[src/rtl/dlx_mem_arbiter.sv]
// Arbitrates the DLX instruction-fetch and data ports onto one variable-latency
// memory, with misalign/illegal-access policing and an MAck timeout.
module dlx_mem_arbiter #(
    parameter int unsigned ADDR_W    = 32,
    parameter int unsigned DATA_W    = 32,
    parameter int unsigned TIMEOUT   = 15,
    parameter int unsigned D_MAX_RUN = 3
) (
    input  logic              PHI1,
    input  logic              MRST,
    input  logic [ADDR_W-1:0] IAddr,
    input  logic              IRead,
    output logic [DATA_W-1:0] IIn,
    output logic              IReady,
    input  logic [ADDR_W-1:0] DAddr,
    input  logic              DRead,
    input  logic              DWrite,
    input  logic [DATA_W-1:0] DOut,
    output logic [DATA_W-1:0] DIn,
    output logic              DReady,
    output logic              BusErr,
    output logic [ADDR_W-1:0] MAddr,
    output logic [DATA_W-1:0] MWData,
    output logic              MReq,
    output logic              MWe,
    input  logic              MAck,
    input  logic [DATA_W-1:0] MRData
);

    typedef enum logic [1:0] {IDLE, BUSY_I, BUSY_D, DONE} state_t;

    state_t            state_q;
    logic [7:0]        tmo_q;
    logic [7:0]        run_q;
    logic [DATA_W-1:0] iin_q, din_q;
    logic [ADDR_W-1:0] maddr_q;
    logic [DATA_W-1:0] mwdata_q;
    logic              iready_q, dready_q, buserr_q, mreq_q, mwe_q;

    logic d_req, i_win, d_win, d_bad, i_bad;

    // I overrides D priority only once D has run D_MAX_RUN grants past a waiting fetch.
    always_comb begin
        d_req = DRead | DWrite;
        i_win = IRead & (~d_req | (run_q == 8'(D_MAX_RUN)));
        d_win = d_req & ~i_win;
        d_bad = (DAddr[1:0] != 2'b00) | (DRead & DWrite);
        i_bad = (IAddr[1:0] != 2'b00);
    end

    always_ff @(posedge PHI1 or negedge MRST) begin
        if (!MRST) begin
            state_q  <= IDLE;
            tmo_q    <= '0;
            run_q    <= '0;
            iin_q    <= '0;
            din_q    <= '0;
            maddr_q  <= '0;
            mwdata_q <= '0;
            iready_q <= 1'b0;
            dready_q <= 1'b0;
            buserr_q <= 1'b0;
            mreq_q   <= 1'b0;
            mwe_q    <= 1'b0;
        end else begin
            case (state_q)
                IDLE: begin
                    if (!IRead) run_q <= '0;
                    if (i_win) begin
                        run_q <= '0;
                        if (i_bad) begin
                            iin_q    <= '0;
                            iready_q <= 1'b1;
                            buserr_q <= 1'b1;
                            state_q  <= DONE;
                        end else begin
                            maddr_q <= IAddr;
                            mwe_q   <= 1'b0;
                            mreq_q  <= 1'b1;
                            state_q <= BUSY_I;
                        end
                    end else if (d_win) begin
                        if (IRead) run_q <= run_q + 8'd1;
                        if (d_bad) begin
                            din_q    <= '0;
                            dready_q <= 1'b1;
                            buserr_q <= 1'b1;
                            state_q  <= DONE;
                        end else begin
                            maddr_q  <= DAddr;
                            mwdata_q <= DOut;
                            mwe_q    <= DWrite;
                            mreq_q   <= 1'b1;
                            state_q  <= BUSY_D;
                        end
                    end
                end
                BUSY_I, BUSY_D: begin
                    if (MAck) begin
                        mreq_q <= 1'b0;
                        mwe_q  <= 1'b0;
                        if (state_q == BUSY_I) begin
                            iin_q    <= MRData;
                            iready_q <= 1'b1;
                        end else begin
                            if (!mwe_q) din_q <= MRData;
                            dready_q <= 1'b1;
                        end
                        state_q <= DONE;
                    end else begin
                        tmo_q <= tmo_q + 8'd1;
                        // This cycle is the TIMEOUT-th without MAck: abort.
                        if (tmo_q == 8'(TIMEOUT - 1)) begin
                            mreq_q   <= 1'b0;
                            mwe_q    <= 1'b0;
                            buserr_q <= 1'b1;
                            if (state_q == BUSY_I) begin
                                iin_q    <= '0;
                                iready_q <= 1'b1;
                            end else begin
                                din_q    <= '0;
                                dready_q <= 1'b1;
                            end
                            state_q <= DONE;
                        end
                    end
                end
                DONE: begin
                    iready_q <= 1'b0;
                    dready_q <= 1'b0;
                    buserr_q <= 1'b0;
                    tmo_q    <= '0;
                    state_q  <= IDLE;
                end
                default: state_q <= IDLE;
            endcase
        end
    end

    assign IIn    = iin_q;
    assign DIn    = din_q;
    assign IReady = iready_q;
    assign DReady = dready_q;
    assign BusErr = buserr_q;
    assign MAddr  = maddr_q;
    assign MWData = mwdata_q;
    assign MReq   = mreq_q;
    assign MWe    = mwe_q;

endmodule

[config.mk]
export PLATFORM = sky130hd
export DESIGN_NAME = dlx_mem_arbiter
export DESIGN_NICKNAME = d
export VERILOG_FILES = /design/src/rtl/dlx_mem_arbiter.sv
export SDC_FILE = /design/constraint.sdc
export NUM_CORES = 1
export LEC_CHECK = 0
export CORE_MARGIN = 5
export CORE_UTILIZATION = 30
export CTS_CLUSTER_SIZE = 24
export DETAILED_ROUTE_END_ITERATION = 7
export SYNTH_ARGS = -nofsm -noshare
export SYNTH_HDL_FRONTEND = slang
export SYNTH_SLANG_ARGS = --single-unit
[constraint.sdc]
create_clock -name PHI1 -period 4.2 [get_ports PHI1]
set_input_delay 0.42 -clock PHI1 [delete_from_list [all_inputs] [get_ports PHI1]]
set_output_delay 0.42 -clock PHI1 [all_outputs]
set_load 0.03 [all_outputs]
==> results of run 1 <==
logic make-up after synthesis:
| kind of cell | synth area share, % |
|---|---|
| adder cells (fa/ha/maj) | 1.27 |
| AND/OR/NAND/NOR | 7.35 |
| flip-flops | 54.9 |
| buffers and inverters | 3.06 |
| XOR/XNOR | 0.255 |
| AO/OA/AOI/OAI | 4.48 |
| multiplexers | 28.7 |
cell type report:
class	count	area, um2	share of cell area [%]
Sequential cell	151	3780	36.3
Inverter	16	60.1	0.576
Clock inverter	14	158	1.51
Clock buffer	18	439	4.21
Timing Repair Buffer	276	2740	26.3
Tap cell	285	357	3.42
Multi-Input combinational cell	314	2890	27.8
per-stage QoR:
stage,cell area (um2),worst slack (ns)
CTS,10400,1.28
finish,10400,1.31
floorplan,6880,1.72
detailed placement,9830,0.985
global route,10400,1.08
global placement,9830,1.05
registers in the layout (all words and copies together), names as in the netlist:
signal	count
MWData	32
IReady	1
DIn	32
IIn	32
state_q	2
MAddr	32
MReq	1
MWe	1
run_q	8
tmo_q	8
BusErr	1
DReady	1
final timing paths:
check	endpoint	slack, ns	depth (start not counted)	from
max reg2reg	DIn[30]$_DFFE_PN0P_	1.31	9	state_q[0]$_DFFE_PN0P_
max in group asynchronous	MAddr[29]$_DFFE_PN0P_	3.15	2	MRST
min reg2reg	DIn[29]$_DFFE_PN0P_	0.51	1	DIn[29]$_DFFE_PN0P_
min	DIn[0]$_DFFE_PN0P_	0.11	1	MRST
max	DIn[30]$_DFFE_PN0P_	1.31	9	state_q[0]$_DFFE_PN0P_
min in group PHI1	DIn[29]$_DFFE_PN0P_	0.51	1	DIn[29]$_DFFE_PN0P_
power by group:
| part | switching [mW] | total (mW) | internal (mW) |
|---|---|---|---|
| clock | 0.670 | 1.53 | 0.862 |
| sequential | 0.311 | 2.28 | 1.97 |
| combinational | 2.06 | 3.89 | 1.82 |
| total | 3.04 | 7.70 | 4.65 |
layer usage:
metal / GRT usage (%) / part of all wire (%) / vias up
met1: 18.3 / 44 / 2476
met2: 22.8 / 47 / 214
met4: 2.87 / 0.59 / 0
met3: 5.74 / 8.6 / 6
li1: - / - / 2369
met5: 0 / 0 / -
placed cells by master (no fill, tap or decap), types with 2 or more instances in the layout:
cell type        synthesis  layout
clkdlybuf4s50_1          0     265
dfrtp_1                151     151
mux2_2                 131     131
and3_1                  33      33
mux2_4                  29      29
clkbuf_16                0      17
inv_1                   16      16
nand2_1                 15      15
o21ai_0                 12      12
nor2_1                  12      11
a21oi_1                 10      10
buf_4                    1      10
ha_1                     7       7
nand3_1                  6       6
a31oi_1                  6       6
mux2i_1                  6       6
nor3_1                   5       5
nand4_1                  4       4
inv_6                    0       4
inv_8                    0       4
a211oi_1                 3       3
nor3b_1                  3       3
a21o_1                   3       3
o31ai_1                  3       3
o22ai_1                  3       3
clkinvlp_4               0       3
or2_2                    2       2
o2111ai_1                2       2
xnor2_1                  2       2
nor2b_1                  2       2
==> impl_metrics.csv, run 1 <==
group,metric,value,unit
clock_tree,clk_latency,0.42,ns
critical_path,critPathRequiredTime,4.49,ns
floorplanning,die-height,161,um
sta,period_needed,2.89,ns
global_routing,grt_max_degree,99,
synthesis,yosysWarnings,0,
global_routing,gr-usage-all-layers,14.2,%
critical_path,worstPathCellList,"inv_1, ha_1, buf_4, inv_1, a211oi_1, a211oi_1, nand2_1, buf_4, mux2_2",
power,p_leak,4.62,nW
synthesis,ys_types,44,
place,dp_hpwl,13800,um
critical_path,slowest_delay,0.42,ns
layout,final_cell_count_no_fill,1074,
floorplanning,rows,55,
layout,nNetsFinal,917,
place,io_buffers,266,
global_routing,antenna_found_initial,0,
floorplanning,core,22600,um2
clock_tree,post_cts_buffers,0,
synthesis,synth_largest_area_cell,"dfrtp_1",
synthesis,syn_area,6880,um2
drt,first_pass_iters,4,
synthesis,async_flop_share,100,%
synthesis,synthTopCellsByCount,"dfrtp_1 (151), mux2_2 (131), and3_1 (33), mux2_4 (29), clkbuf_1 (20)",
synthesis,syn_nets,652,
layout,fillers,2010,
worst_hold_path,hp-class,"in2async",
synthesis,avgSynthCellArea,13.5,um2
drt,routed_wl,18900,um
synthesis,ys_ff_latch,151,
critical_path,end_kind,"flip-flop",
drt,viasPerCell,4.72,
drt,drc_errors,0,
clock_tree,cts_buffers,17,
sta,grt_setup_unrepaired,"false",
drt,vias,5065,
critical_path,cp_top_family,"buffers and inverters",
floorplanning,initial_core_util,30.4,%
clock_tree,postCtsResizedCells,0,
status,status,"completed",
critical_path,critPathSlowestCell,"dfrtp_1",
sta,relSlewSlack,39.8,%
drt,drtIter0Drc,349,
sta,hold_viol,0,
clock_tree,cts_sinks,151,
clock_tree,cts_tree,"yes",
power,powerDensity,739,nW/um2
sta,fin_crit_sh,68.7,%
synthesis,yosysSeqAreaShare,54.9,%
floorplanning,die_area,26100,um2
clock_tree,ctsLongestPathBuffers,2,
global_routing,grt_pass1_vias,5335,
sta,tns,0,ns
clock_tree,cts-root-buf,"clkbuf_16",
place,place.gp.congestion,0.803,
synthesis,synth-edff-count,0,
layout,area_growth_syn_to_layout,51.6,%
synthesis,yosysMostFrequentCell,"dfrtp_1",
clock_tree,cts.reportedPaths.clkPinSlew,0.07,ns
critical_path,critical_path_class,"reg2reg",
critical_path,cp_num_buf_inv,4,
sta,drv_slew,0,
sta,hold_ws,0.114,ns
sta,fmax,0.347,GHz
global_routing,grt_overflow,0,
layout,antenna_cells,0,
layout,final_core_utilization,46.0,%
drt,detail_route.wl_per_cell,17.6,um
layout,drive_above_1_share,26.4,%
synthesis,syn_inst,511,
place,place_inst,1042,
power,finalPower,7.70,mW
sta,clock_skew,0.00956,ns
global_routing,grt_first_pass_wirelength,29700,um
floorplanning,num_io_pins,267,
flow_run,drv_cap,0,
clock_tree,holdBufCountCts,0,
sta,worst_slew_pin_slew,0.903,ns
synthesis,ys.flop_type,"dfrtp_1",
drt,postRouteAntennaNets,0,
critical_path,arrival,3.18,ns
sta,final-setup-viol-count,0,
critical_path,startpoint_type,"flip-flop",
floorplanning,dieWidth,161,um
synthesis,synth_top_area_share,54.9,%
power,irDropWorstVdd,0.318,mV
critical_path,critPathMaxFanout,40,
clock_tree,h-tree-depth,4,
synthesis,synth.top_cells.by_area,"dfrtp_1 (55%), mux2_2 (21%), mux2_4 (6.3%)",
Note: power is estimated with default switching activity, not from simulation.
==> inputs of run 2 (changes only) <==
- clock period: 4.2 -> 2.6 ns (I/O delays scaled with it)
==> run 2 against run 1 <==
Via count rose by 3.3%. Core utilization rose by 0.91 points. Combinational power rose by 67%. Critical path depth fell by 1. Sequential power rose by 62%. Sequential share of layout area fell by 0.70 points. Clock-buffer cell count did not move. Setup slack got worse by 1.2 ns. Non-clock buffer count rose by 18. Critical path type unchanged. Critical endpoint is now MWe$_DFFE_PN0P_.
==> impl_metrics.csv, run 2 (synthesis gave the netlist of run 1 again) <==
group,metric,value,unit
clock_tree,ctsLongestPathBuffers,2,
status,status,"completed",
global_routing,grt_first_pass_wirelength,30200,um
drt,drtIter0Drc,238,
clock_tree,h-tree-depth,4,
layout,fillers,2006,
global_routing,grt_max_degree,61,
critical_path,arrival,2.79,ns
place,dpl_cell_area,10000,um2
flow_run,drv_cap,0,
layout,final_core_utilization,46.9,%
sta,worst_slew_pin_slew,0.537,ns
sta,tns,0,ns
layout,final_cell_mix,"clkdlybuf4s50_1 (265), dfrtp_1 (151), mux2_2 (131), and3_1 (33), mux2_4 (29)",
clock_tree,cts.reportedPaths.clkPinSlew,0.07,ns
sta,fin_crit_sh,95.5,%
layout,nNetsFinal,935,
layout,design_area,10600,um2
critical_path,end_kind,"flip-flop",
critical_path,startpoint_type,"flip-flop",
layout,drive_above_1_share,28.4,%
sta,relSlewSlack,64.2,%
global_routing,antenna_found_initial,0,
place,place.gp.congestion,0.796,
floorplanning,die_area,26100,um2
critical_path,critical_path_class,"reg2reg",
drt,detail_route.wl_per_cell,17.7,um
power,irDropWorstVdd,0.852,mV
drt,routed_wl,19300,um
critical_path,critPathMaxFanout,5,
place,io_buffers,266,
layout,final_common_cell,"clkdlybuf4s50_1",
place,dp_hpwl,14300,um
layout,antenna_cells,0,
drt,vias,5232,
floorplanning,die-height,161,um
floorplanning,initial_core_util,30.4,%
clock_tree,cts-root-buf,"clkbuf_16",
sta,final-setup-viol-count,0,
critical_path,critPathRequiredTime,2.91,ns
clock_tree,cts_tree,"yes",
clock_tree,cts_buffers,17,
sta,clock_skew,0.00954,ns
floorplanning,rows,55,
sta,period_needed,2.48,ns
sta,hold_viol,0,
global_routing,grt_pass1_vias,5551,
power,powerDensity,1180,nW/um2
sta,fmax,0.403,GHz
floorplanning,dieWidth,161,um
clock_tree,clk_latency,0.42,ns
layout,area_growth_syn_to_layout,54.5,%
drt,postRouteAntennaNets,0,
sta,drv_slew,0,
floorplanning,num_io_pins,267,
worst_hold_path,hp-class,"in2async",
global_routing,gr-usage-all-layers,14.6,%
drt,first_pass_iters,4,
power,p_leak,4.73,nW
global_routing,grt_overflow,0,
floorplanning,core,22600,um2
clock_tree,cts_sinks,151,
sta,grt_setup_unrepaired,"false",
drt,drc_errors,0,
drt,viasPerCell,4.79,
==> run 2: cell types whose count changed in the layout (fill, tap and decap cells not counted), sizes merged <==
cell,delta
dlygate4sd3,+1
inv,+1
buf,+17
clkinv,+1
bufinv,-1
clkinvlp,-1
==> run 2: worst paths after layout <==
path | from | endpoint | slack [ns] | cells after the start
worst max-delay path | run_q[1]$_DFFE_PN0N_ | MWe$_DFFE_PN0P_ | 0.12 | 8
worst min-delay path | MRST | IIn[29]$_DFFE_PN0P_ | 0.36 | 2
worst max register to register | run_q[1]$_DFFE_PN0N_ | MWe$_DFFE_PN0P_ | 0.12 | 8
worst min register to register | DIn[28]$_DFFE_PN0P_ | DIn[28]$_DFFE_PN0P_ | 0.50 | 1
max in group asynchronous | MRST | DIn[9]$_DFFE_PN0P_ | 1.50 | 3
min in group PHI1 | DOut[31] | MWData[31]$_DFFE_PN0P_ | 0.44 | 2
==> run 2: metal layers <==
layer  up-vias  GRT usage, %  part of all wire [%]
li1       2413             -                     -
met1      2583          17.8                    42
met2       215          24.1                    47
met3        21          5.49                   9.0
met4         0          4.07                   1.5
met5         -             0                     0
==> run 2: through the flow <==
step | cells | hold slack [ns] | setup WS [ns] | power [mW]
global route | 1092 | 0.393 | 0.00984 | 13.2
global placement | 1059 | 0.256 | 0.0139 | 10.1
detailed placement | 1059 | 0.261 | -0.0155 | 10.2
CTS | 1092 | 0.373 | 0.0868 | 12.7
floorplan | 511 | -0.0356 | 0.124 | 7.61
finish | 1092 | 0.356 | 0.116 | 12.5
==> run 2: area by class of cell <==
class	instances	area, um2	share of cell area (%)
well taps	285	357	3.35
inverters	16	60.1	0.565
repair buffers	294	2950	27.8
flip-flops and latches	151	3780	35.6
multi-input cells	314	2910	27.4
clock inverters	14	131	1.24
clock buffers	18	439	4.13
==> run 2: repair_timing <==
action | in CTS | in global routing
hold buffers | 1 | 0
setup buffers | 0 | 0
resized for setup | 1 | 4
endpoints found under the hold margin | 51 | 0
setup endpoints to repair | 4 | 34
==> run 2: report_power, final <==
group          switching, mW  internal, mW  total [mW]
Combinational           3.36          3.12        6.48
Clock                   1.08          1.29        2.37
Sequential             0.510          3.18        3.69
Total                   4.95          7.59        12.5
==> run 2: worst max-delay path: stages, from the launching register on <==
cell     delay [ns]
dfrtp_1        0.39
ha_2           0.21
or4b_4         0.50
o22a_1         0.23
buf_4          0.16
buf_4          0.15
mux2i_1        0.16
nor3b_2        0.23
mux2_2         0.35
